[src/rtl/wb_regbank_n.sv]
// wb_regbank_n: Wishbone slave bank of NREGS 32-bit control registers with
// byte-lane writes, optional read-only status slots and per-slot write strobes.
// Reads answer one cycle after the request. Writes pass through one staging
// register (d0) and answer two cycles after the request.
// Optional feature macro: WB_REGBANK_ERR_EN. When defined, unmapped accesses
// and writes to read-only slots answer with wb_err_o instead of wb_ack_o.
module wb_regbank_n #(
  parameter int unsigned      NREGS   = 3,
  parameter int unsigned      ADR_W   = 2,
  parameter logic [NREGS-1:0] RO_MASK = '0,
  parameter logic [31:0]      RST_VAL = 32'h0
) (
  input  logic                clk_i,
  input  logic                rst_n_i,
  input  logic                wb_cyc_i,
  input  logic                wb_stb_i,
  input  logic                wb_we_i,
  input  logic [ADR_W+1:2]    wb_adr_i,
  input  logic [3:0]          wb_sel_i,
  input  logic [31:0]         wb_dat_i,
  output logic                wb_ack_o,
  output logic                wb_err_o,
  output logic                wb_rty_o,
  output logic                wb_stall_o,
  output logic [31:0]         wb_dat_o,
  output logic [NREGS*32-1:0] regs_o,
  output logic [NREGS-1:0]    wr_strobe_o,
  input  logic [NREGS*32-1:0] status_i
);

`ifdef WB_REGBANK_ERR_EN
  localparam bit ERR_EN = 1'b1;
`else
  localparam bit ERR_EN = 1'b0;
`endif

  logic wb_en, rd_req, wr_req, rd_acc, wr_acc, rd_done, wr_done;

  // A request that stays asserted after its response is treated as the same
  // transaction (hold flags), so a master that is slow to drop stb is not
  // serviced twice.
  logic rd_busy_q, rd_hold_q, wr_busy_q, wr_hold_q;

  logic                d0_vld_q;
  logic [ADR_W+1:2]    d0_adr_q;
  logic [31:0]         d0_dat_q;
  logic [3:0]          d0_sel_q;

  logic [NREGS-1:0]    wreq_d;
  logic                werr_d;
  logic [31:0]         regs_q [NREGS];
  logic [NREGS-1:0]    wr_strobe_q;
  logic                wr_ack_q, wr_err_q;

  logic [31:0]         rd_dat_d;
  logic                rd_err_d;
  logic                rd_ack_q, rd_err_q;
  logic [31:0]         rd_dat_q;

  assign wb_en   = wb_cyc_i & wb_stb_i;
  assign rd_req  = wb_en & ~wb_we_i;
  assign wr_req  = wb_en & wb_we_i;
  assign rd_acc  = rd_req & ~rd_busy_q & ~rd_hold_q;
  assign wr_acc  = wr_req & ~wr_busy_q & ~wr_hold_q;
  assign rd_done = rd_ack_q | rd_err_q;
  assign wr_done = wr_ack_q | wr_err_q;

  // Read decode straight off the bus address; RO slots return live status.
  always_comb begin
    rd_dat_d = '0;
    rd_err_d = ERR_EN;
    for (int i = 0; i < NREGS; i++) begin
      if (wb_adr_i == ADR_W'(i)) begin
        rd_dat_d = RO_MASK[i] ? status_i[32*i +: 32] : regs_q[i];
        rd_err_d = 1'b0;
      end
    end
  end

  // Write decode from the d0 stage: per-slot write request and error class.
  always_comb begin
    wreq_d = '0;
    werr_d = ERR_EN;
    for (int i = 0; i < NREGS; i++) begin
      if (d0_adr_q == ADR_W'(i)) begin
        wreq_d[i] = d0_vld_q & ~RO_MASK[i];
        werr_d    = ERR_EN & RO_MASK[i];
      end
    end
  end

  // Write staging data: captured on acceptance, needs no reset.
  always_ff @(posedge clk_i) begin
    if (wr_acc) begin
      d0_adr_q <= wb_adr_i;
      d0_dat_q <= wb_dat_i;
      d0_sel_q <= wb_sel_i;
    end
  end

  // Register slots: byte-lane update on the slot write request.
  always_ff @(posedge clk_i or negedge rst_n_i) begin
    if (!rst_n_i) begin
      for (int i = 0; i < NREGS; i++) regs_q[i] <= RST_VAL;
    end else begin
      for (int i = 0; i < NREGS; i++) begin
        for (int k = 0; k < 4; k++) begin
          if (wreq_d[i] && d0_sel_q[k]) regs_q[i][8*k +: 8] <= d0_dat_q[8*k +: 8];
        end
      end
    end
  end

  // Handshake control, response flags, strobes and registered read data.
  always_ff @(posedge clk_i or negedge rst_n_i) begin
    if (!rst_n_i) begin
      rd_busy_q   <= 1'b0;
      rd_hold_q   <= 1'b0;
      wr_busy_q   <= 1'b0;
      wr_hold_q   <= 1'b0;
      d0_vld_q    <= 1'b0;
      wr_strobe_q <= '0;
      wr_ack_q    <= 1'b0;
      wr_err_q    <= 1'b0;
      rd_ack_q    <= 1'b0;
      rd_err_q    <= 1'b0;
      rd_dat_q    <= '0;
    end else begin
      if (rd_acc)       rd_busy_q <= 1'b1;
      else if (rd_done) rd_busy_q <= 1'b0;
      if (rd_done)      rd_hold_q <= rd_req;
      else              rd_hold_q <= rd_hold_q & rd_req;
      if (wr_acc)       wr_busy_q <= 1'b1;
      else if (wr_done) wr_busy_q <= 1'b0;
      if (wr_done)      wr_hold_q <= wr_req;
      else              wr_hold_q <= wr_hold_q & wr_req;
      d0_vld_q    <= wr_acc;
      wr_strobe_q <= wreq_d;
      wr_ack_q    <= d0_vld_q & ~werr_d;
      wr_err_q    <= d0_vld_q & werr_d;
      rd_ack_q    <= rd_acc & ~rd_err_d;
      rd_err_q    <= rd_acc & rd_err_d;
      if (rd_acc) rd_dat_q <= rd_dat_d;
    end
  end

  for (genvar g = 0; g < NREGS; g++) begin : g_out
    assign regs_o[32*g +: 32] = RO_MASK[g] ? 32'h0 : regs_q[g];
  end

  assign wb_ack_o    = rd_ack_q | wr_ack_q;
  assign wb_err_o    = rd_err_q | wr_err_q;
  assign wb_rty_o    = 1'b0;
  assign wb_stall_o  = ~(wb_ack_o | wb_err_o) & wb_en;
  assign wb_dat_o    = rd_dat_q;
  assign wr_strobe_o = wr_strobe_q;

endmodule

[config.mk]
export PLATFORM = sky130hd
export DESIGN_NAME = wb_regbank_n
export DESIGN_NICKNAME = d
export VERILOG_FILES = /design/src/rtl/wb_regbank_n.sv
export SDC_FILE = /design/constraint.sdc
export NUM_CORES = 1
export LEC_CHECK = 0
export ABC_AREA = 1
export CAP_MARGIN = 0
export CORE_MARGIN = 2
export CORE_UTILIZATION = 44
export CTS_CLUSTER_DIAMETER = 200
export DETAILED_ROUTE_END_ITERATION = 7
export PLACE_DENSITY_LB_ADDON = 0.1
export SLEW_MARGIN = 30
export SYNTH_ARGS = -nofsm -noshare
export SYNTH_HDL_FRONTEND = slang
export SYNTH_SLANG_ARGS = --single-unit
export TNS_END_PERCENT = 20
[constraint.sdc]
create_clock -name clk_i -period 2.2 [get_ports clk_i]
set_input_delay 0.44 -clock clk_i [delete_from_list [all_inputs] [get_ports clk_i]]
set_output_delay 0.44 -clock clk_i [all_outputs]
set_load 0.01 [all_outputs]
# Yosys cells after proc, flatten, opt, wreduce, memory -nomap -nowiden

Index checks and enable logic that the tools add are counted.

Register bits: 176
Latch bits: 0
Memory bits (writable): 0
ROM bits: 0
Bits of input ports: 139
Output and inout port bits: 135
Logic and storage cells: 73
Memories: 0

Add/sub/neg operators: 0
Multipliers: 0
Div/mod/pow operators: 0
Order comparisons: 0
Equal/unequal tests: 4
Shift-type cells: 0
Mux-type cells: 12
Bitwise operators: 17
Reduce and logical (&&, ||, !) cells: 16

Operator list:

| kind                 | count |
|---|---|
| $mux W32             | 3 |
| $logic_and A1 B1 Y1  | 12 |
| $and A1 B1 Y1        | 10 |
| $mux W1              | 9 |
| $not A1 Y1           | 6 |
| $eq A2 B1 Y1 const B | 2 |
| $eq A2 B2 Y1 const B | 2 |
| $logic_not A2 Y1     | 2 |
| $reduce_bool A2 Y1   | 2 |
| $or A1 B1 Y1         | 1 |

# Logic depth before layout (Yosys ltp)

Gate-level depths: netlist of run 1.

Word-level depth: 5
Gate-level depth with buffers: 7
Mapped depth without buffers: 6

# Worst setup path before layout of run 1

OpenSTA, ideal clock, no wires.

Path kind: input -> register
From: input wb_we_i
To: register d0_adr_q[2] (netlist bit), enable pin
Setup time: 393 ps
Arrival time: 1425 ps
Data required time: 1807 ps
Slack: 382 ps
Stages on the path: 4
Buffers on the path: 0
Path through: nand3_1 -> nor2_1 -> nand2_1 -> inv_1

Word-level cells in the longest chain between the ends: 3

Ends and longest elaborated chain:

| element                    | line | text |
|---|---|---|
| start: declaration         | 17   | `input logic wb_we_i,` |
| $and A1 B1 Y1              | 62   | `assign wr_req = wb_en & wb_we_i;` |
| $and A1 B1 Y1 (2 in a row) | 64   | `assign wr_acc = wr_req & ~wr_busy_q & ~wr_hold_q;` |
| via wr_acc                 | 37   | `logic wb_en, rd_req, wr_req, rd_acc, wr_acc, rd_done, wr_done;` |
| end signal: assignment     | 95   | `d0_adr_q <= wb_adr_i;` |
| end: declaration           | 45   | `logic [ADR_W+1:2] d0_adr_q;` |

The timed path passes the listed nets, and every way through them passes these cells.
A chain may end at the register's enable or synchronous reset.

# Worst setup path in the final report of run 1

From: register wr_ack_q
To: output wb_ack_o

Word-level cells in the longest chain between the ends: 1

Ends and longest elaborated chain:

| element                  | line | text |
|---|---|---|
| start: declaration       | 53   | `logic wr_ack_q, wr_err_q;` |
| start signal: assignment | 139  | `wr_ack_q <= d0_vld_q & ~werr_d;` |
| $or A1 B1 Y1             | 151  | `assign wb_ack_o = rd_ack_q \| wr_ack_q;` |
| end: declaration         | 21   | `output logic wb_ack_o,` |

No other way between the ends.

==> results of run 1 <==
## routing by layer
layer / wire [um] / up-vias / share of wire
met5: 0 / - / 0
met4: 325 / 0 / 0.016
met3: 1183 / 30 / 0.058
met2: 9980 / 234 / 0.49
met1: 8808 / 2825 / 0.43
li1: - / 2872 / -
## power groups by stage
stage | clock, mW | combinational (mW) | sequential, mW
3_3_place_gp | 0 | 0.300 | 3.41
4_1_cts | 2.94 | 0.304 | 3.35
2_1_floorplan | 0 | 0.0947 | 3.41
6_report | 2.91 | 0.300 | 3.35
5_1_grt | 3.06 | 0.328 | 3.35
3_5_place_dp | 0 | 0.302 | 3.41
## worst max-delay path, stage by stage (launching register included)
cell             delay, ns
dfrtp_1               0.39
or2_2                 0.33
clkdlybuf4s50_1       0.48
## sequential cells by signal, summed over array words and instances (netlist names)
signal / cells
regs_o: 96
d0_dat_q: 32
wb_dat_o: 32
d0_sel_q: 4
wr_strobe_o: 3
d0_adr_q: 2
d0_vld_q: 1
rd_ack_q: 1
rd_busy_q: 1
rd_hold_q: 1
wr_ack_q: 1
wr_busy_q: 1
wr_hold_q: 1
## cells by family after synthesis
logic type / share of synthesized area
buf+inv: 0.04883
simple gates: 0.2593
flops: 0.6450
other cells: 0.0005265
compound gates: 0.04637
## cell usage after synthesis (all sizes together)
library cell,count,area share
buf,20,0.018
inv,46,0.024
or2,1,0.00088
nor2,19,0.011
nor3,1,0.00070
conb,1,0.00053
clkbuf,12,0.0063
edfxtp,38,0.16
dfrtp,138,0.48
nand2,328,0.17
nand3b,1,0.0011
nand3,103,0.073
o21ai,66,0.046
## path summary, 6_finish.rpt
check	from	endpoint	slack [ns]
worst max-delay path	wr_ack_q	wb_ack_o	0.14
worst max register to register	d0_adr_q[3]	regs_o[45]	0.23
max in group asynchronous	rst_n_i	regs_o[86]	1.11
worst min register to register	d0_vld_q	wr_ack_q	0.46
worst min-delay path	d0_vld_q	wr_ack_q	0.46
min in group asynchronous	rst_n_i	regs_o[70]	0.49
## per-stage QoR
stage               utilization  cells  worst slack, ns
CTS                      0.6199   1194           0.1090
detailed placement       0.5836   1161          0.08938
global placement         0.5836   1161           0.1142
finish                   0.6199   1194           0.1361
floorplan                     -    775           0.3819
global route             0.6199   1194          0.07551
## area by class of cell
cell class                      instances  area [sq um]  area share
Sequential cell                       176          4594      0.4682
Multi-Input combinational cell        521          2192      0.2234
Timing Repair Buffer                  203          2017      0.2056
Clock buffer                           20         456.7     0.04654
Tap cell                              216         270.3     0.02754
Inverter                               46         172.7     0.01760
Clock inverter                         12         108.9     0.01109
## what timing repair did
item,in CTS,in global routing
endpoints found under the hold margin,37,0
hold buffers,1,0
setup buffers,0,0
endpoints found under the setup margin,1,0
gates resized for setup,1,0
==> impl_metrics.csv, run 1 <==
group,metric,value,unit
setup_path,arrival,1.62,ns
grt,grt_max_degree,46,
setup_path,required,1.76,ns
layout,n_antenna_cell,0,
sta,setup_viol,0,
sta,clock_skew,0.006163,ns
grt,grt_util_met2,0.4029,
clock_network,clockBufferDepth,2,
pwr,leakage,4.733,nW
sta,fin_crit_sh,0.9381,
detailed_routing,via_count,5961,
pwr,p_per_area,667.9,nW/um^2
clock_network,cts_buffers,17,
sta,hold_viol_final,0,
setup_path,ff2ff_path_depth,6,
layout,final_cell_mix,"nand2_1 (328), clkdlybuf4s50_1 (171), dfrtp_1 (138)",
grt,antenna_found_initial,0,
logic_synthesis,ys_ff_latch,176,
grt,grt_util_met1,0.3244,
pwr,p_int,5.079,mW
outcome,status,"completed",
logic_synthesis,yosysSeqAreaShare,0.6450,
floorplan,die_h,131.2,um
grt,grt_pass1_wl,32.60,mm
floorplan,io_pins,274,
floorplan,initial_core_util,0.4500,
detailed_routing,antenna_left,0,
worst_hold_path,worstHoldPathCells,0,
layout,drive_gt1_frac,0.06953,
clock_network,cts-root-buf,"clkbuf_16",
sta,hold_slack,0.4558,ns
placed_design,place_congestion,0.7848,
sta,maxSlewViolCount,0,
clock_network,cts_tree,"yes",
pwr,p_clk_frac,0.444,
logic_synthesis,postSynthCellCount,774,
clock_network,cts_num_sinks,176,
detailed_routing,drt_iter0_drc,498,
floorplan,coreArea,15830,sq um
sta,fmax,484.5,MHz
setup_path,crit_type,"flip-flop to output port",
layout,fin_nets,1104,
sta,min_period,2.064,ns
floorplan,rows,46,
grt,grt.met3_usage,0.04823,
pwr,fin_total_pwr,6.553,mW
worst_hold_path,hold_path.class,"flip-flop to flip-flop",
clock_network,cts_max_level,4,
pwr,power_frac_comb,0.046,
job,maxCapViolCount,0,
setup_path,startpoint_type,"flip-flop",
layout,area_delta_synth_final,37.75,%
layout,nFillCells,1390,
detailed_routing,first_pass_iters,5,
grt,gr-total-overflow,0,
clock_network,clk_pin_slew,0.06,ns
clock_network,clkLatencyLatePin,0.43,ns
grt,grt.busiest_layer,"met2",
logic_synthesis,syn_area_per_cell,9.203,sq um
grt,grt_pass1_vias,6004,
setup_path,crit_fanout,3,
grt,track_usage,0.2435,
logic_synthesis,ys_warn_count,0,
detailed_routing,wirelength,20.30,mm
pwr,p_seq_frac,0.511,
pwr,switching_share,0.2250,
detailed_routing,vias_per_cell,4.992,
pwr,p_sw,1.474,mW
detailed_routing,drc,0,
placed_design,port_buffers,175,
sta,final.setup.tns,0,ns
layout,final_area,9812,sq um
sta,max_slew.worst_pin.slew,0.6614,ns
logic_synthesis,ys_types,19,
pwr,peakVddDrop,0.5479,mV
sta,rsz0062_at_grt,"no",
floorplan,fp.dieW,131.2,um
layout,layout.cells.most_common,"nand2_1",
sta,slew_headroom,0.5574,
placed_design,placed_area,9238,sq um
logic_synthesis,synth_area,7123,sq um
detailed_routing,routedWlPerCell,17.00,um
setup_path,end_kind,"output port",
placed_design,hpwl,13.52,mm
floorplan,die-area,17220,sq um
No activity file was read; power rests on OpenSTA's default activity.
==> inputs of run 2 (changes only) <==
--- a/config.mk
+++ b/config.mk
@@ -7,10 +7,11 @@
 export LEC_CHECK = 0
 export ABC_AREA = 1
 export CAP_MARGIN = 0
-export CORE_MARGIN = 2
-export CORE_UTILIZATION = 44
+export CORE_MARGIN = 5
+export CORE_UTILIZATION = 50
 export CTS_CLUSTER_DIAMETER = 200
 export DETAILED_ROUTE_END_ITERATION = 7
+export DONT_BUFFER_PORTS = 1
 export PLACE_DENSITY_LB_ADDON = 0.1
 export SLEW_MARGIN = 30
 export SYNTH_ARGS = -nofsm -noshare
==> run 2 against run 1 <==
Compared with the run above:
- the flow now finishes with violations (negative hold slack)
- register-to-register slack improved by 0.15 ns
- hold slack worse by 0.74 ns
- sequential power is essentially flat
- combinational power is 59% lower
- setup slack better by 0.24 ns
- global-route usage fell by 0.97 points
- total power fell by 4.2%
- largest power group unchanged
- clock power fell by 3%
- sequential cell count unchanged
- sequential share of layout area is 12 points higher
- clock skew up 0.0018 ns
- routed wire length decreased by 6.1%
- critical endpoint is now regs_o[60]
==> impl_metrics.csv, run 2 (same netlist as run 1, synthesis figures left out) <==
group,metric,value,unit
grt,grt_pass1_vias,5339,
detailed_routing,first_pass_iters,5,
clock_network,cts_tree,"yes",
placed_design,hpwl,12.48,mm
pwr,power_frac_comb,0.019,
clock_network,clk_pin_slew,0.06,ns
floorplan,die-area,16730,sq um
sta,final.setup.tns,0,ns
grt,gr-total-overflow,0,
layout,final_area,7865,sq um
detailed_routing,wl_met1,7.599,mm
clock_network,clockBufferDepth,2,
detailed_routing,wl_met3,1.889,mm
floorplan,rows,43,
floorplan,die_h,129.4,um
layout,area_delta_synth_final,10.42,%
setup_path,startpoint_type,"flip-flop",
pwr,p_per_area,798.0,nW/um^2
setup_path,reg2reg_slack,0.38,ns
grt,grt_pass1_wl,29.87,mm
layout,drive_gt1_frac,0.06076,
clock_network,cts.repair.resized,0,
pwr,fin_total_pwr,6.277,mW
placed_design,post-place-ws,0.3455,ns
worst_hold_path,hold_path.class,"primary input to async pin",
placed_design,port_buffers,0,
placed_design,placed_area,7322,sq um
setup_path,end_kind,"flip-flop",
detailed_routing,via_count,5344,
clock_network,cts_num_sinks,176,
pwr,leakage,4.018,nW
layout,multi_input_area,2192,sq um
detailed_routing,drt_iter0_drc,443,
clock_network,cts-root-buf,"clkbuf_16",
sta,hold_viol_final,138,
clock_network,cts_max_level,4,
layout,layout.cells.most_common,"nand2_1",
detailed_routing,top_layer,"met4",
layout,final_cell_mix,"nand2_1 (328), dfrtp_1 (138), nand3_1 (102)",
setup_path,required,2.56,ns
clock_network,clkLatencyLatePin,0.42,ns
sta,min_period,1.821,ns
layout,largest_register_ffs,96,
grt,track_usage,0.2338,
floorplan,io_pins,274,
grt,antenna_found_initial,1,
pwr,switching_share,0.2114,
sta,maxSlewViolCount,0,
sta,hold_slack,-0.2889,ns
detailed_routing,met2_length,9.329,mm
setup_path,crit_type,"flip-flop to flip-flop",
layout,nFillCells,1204,
clock_network,postCtsSetupRepairBufs,0,
detailed_routing,antenna_left,0,
detailed_routing,wirelength,19.06,mm
setup_path,ff2ff_path_depth,5,
setup_path,crit_end,"regs_o[60]",
placed_design,place_congestion,0.8130,
layout,ff_latch_area,4594,sq um
grt,grt_max_degree,139,
floorplan,initial_core_util,0.5112,
pwr,p_seq_frac,0.533,
setup_path,cp-startpoint,"d0_adr_q[3]",
setup_path,rr_endpoint,"regs_o[60]",
sta,setup_ws,0.3785,ns
layout,fin_nets,916,
sta,setup_viol,0,
detailed_routing,drc,0,
outcome,violations,"negative hold slack",
sta,fin_crit_sh,0.8279,
pwr,p_clk_frac,0.447,
outcome,status,"finished, violations left",
sta,slew_headroom,0.5732,
pwr,p_sw,1.327,mW
sta,fmax,549.0,MHz
floorplan,coreArea,13930,sq um
clock_network,cts_buffers,17,
sta,max_slew.worst_pin.slew,0.6385,ns
sta,rsz0062_at_grt,"no",
pwr,p_int,4.949,mW
job,maxCapViolCount,0,
sta,clock_skew,0.007986,ns
pwr,peakVddDrop,0.4814,mV
detailed_routing,routedWlPerCell,19.63,um
setup_path,crit_fanout,16,
setup_path,arrival,2.18,ns
floorplan,fp.dieW,129.4,um
detailed_routing,vias_per_cell,5.504,
setup_path,reg2reg_from,"d0_adr_q[3]",
==> run 2: critical path: stages, from the launching register on <==
cell and delay, ns:
edfxtp_1 0.52, inv_2 0.11, nand3_2 0.32, nor2_1 0.60
nand2_1 0.11, nand2_1 0.10
==> run 2: final cells by class <==
class / instances / area share
clock buffers: 21 / 0.05727
repair buffers: 15 / 0.01750
inverters: 46 / 0.02195
flip-flops and latches: 176 / 0.5842
diodes: 1 / 0.0003182
clock inverters: 11 / 0.01145
well taps: 180 / 0.02864
multi-input cells: 521 / 0.2787
==> run 2: power by group through the flow <==
stage / Sequential, mW / Clock (mW) / Combinational (mW)
2_1_floorplan: 3.41 / 0 / 0.0947
3_3_place_gp: 3.41 / 0 / 0.118
3_5_place_dp: 3.41 / 0 / 0.121
4_1_cts: 3.35 / 2.84 / 0.121
5_1_grt: 3.35 / 2.98 / 0.131
6_report: 3.35 / 2.81 / 0.122
==> run 2: worst min-delay path by stage <==
stage            start   endpoint  slack [ns]  cells past startpoint
3_5_place_dp   rst_n_i  regs_o[5]        0.15                      0
3_3_place_gp   rst_n_i  regs_o[5]        0.15                      0
4_1_cts        rst_n_i  regs_o[5]       -0.31                      0
6_report       rst_n_i  regs_o[5]       -0.29                      0
2_1_floorplan  rst_n_i   d0_vld_q        0.14                      0
5_1_grt        rst_n_i  regs_o[6]       -0.31                      0
==> run 2: metal layers <==
layer	up-vias	GRT usage
met5	-	0
met1	2587	0.3021
met3	20	0.07172
met2	235	0.3735
li1	2502	-
met4	0	0.08833
==> run 2: metrics by stage <==
stage / std cells / hold slack (ns) / utilization
after detailed placement: 938 / 0.1481 / 0.5255
final: 971 / -0.2889 / 0.5644
after global routing: 971 / -0.3088 / 0.5644
after global placement: 938 / 0.1481 / 0.5255
after CTS: 970 / -0.3071 / 0.5642
after floorplan: 775 / 0.1444 / -
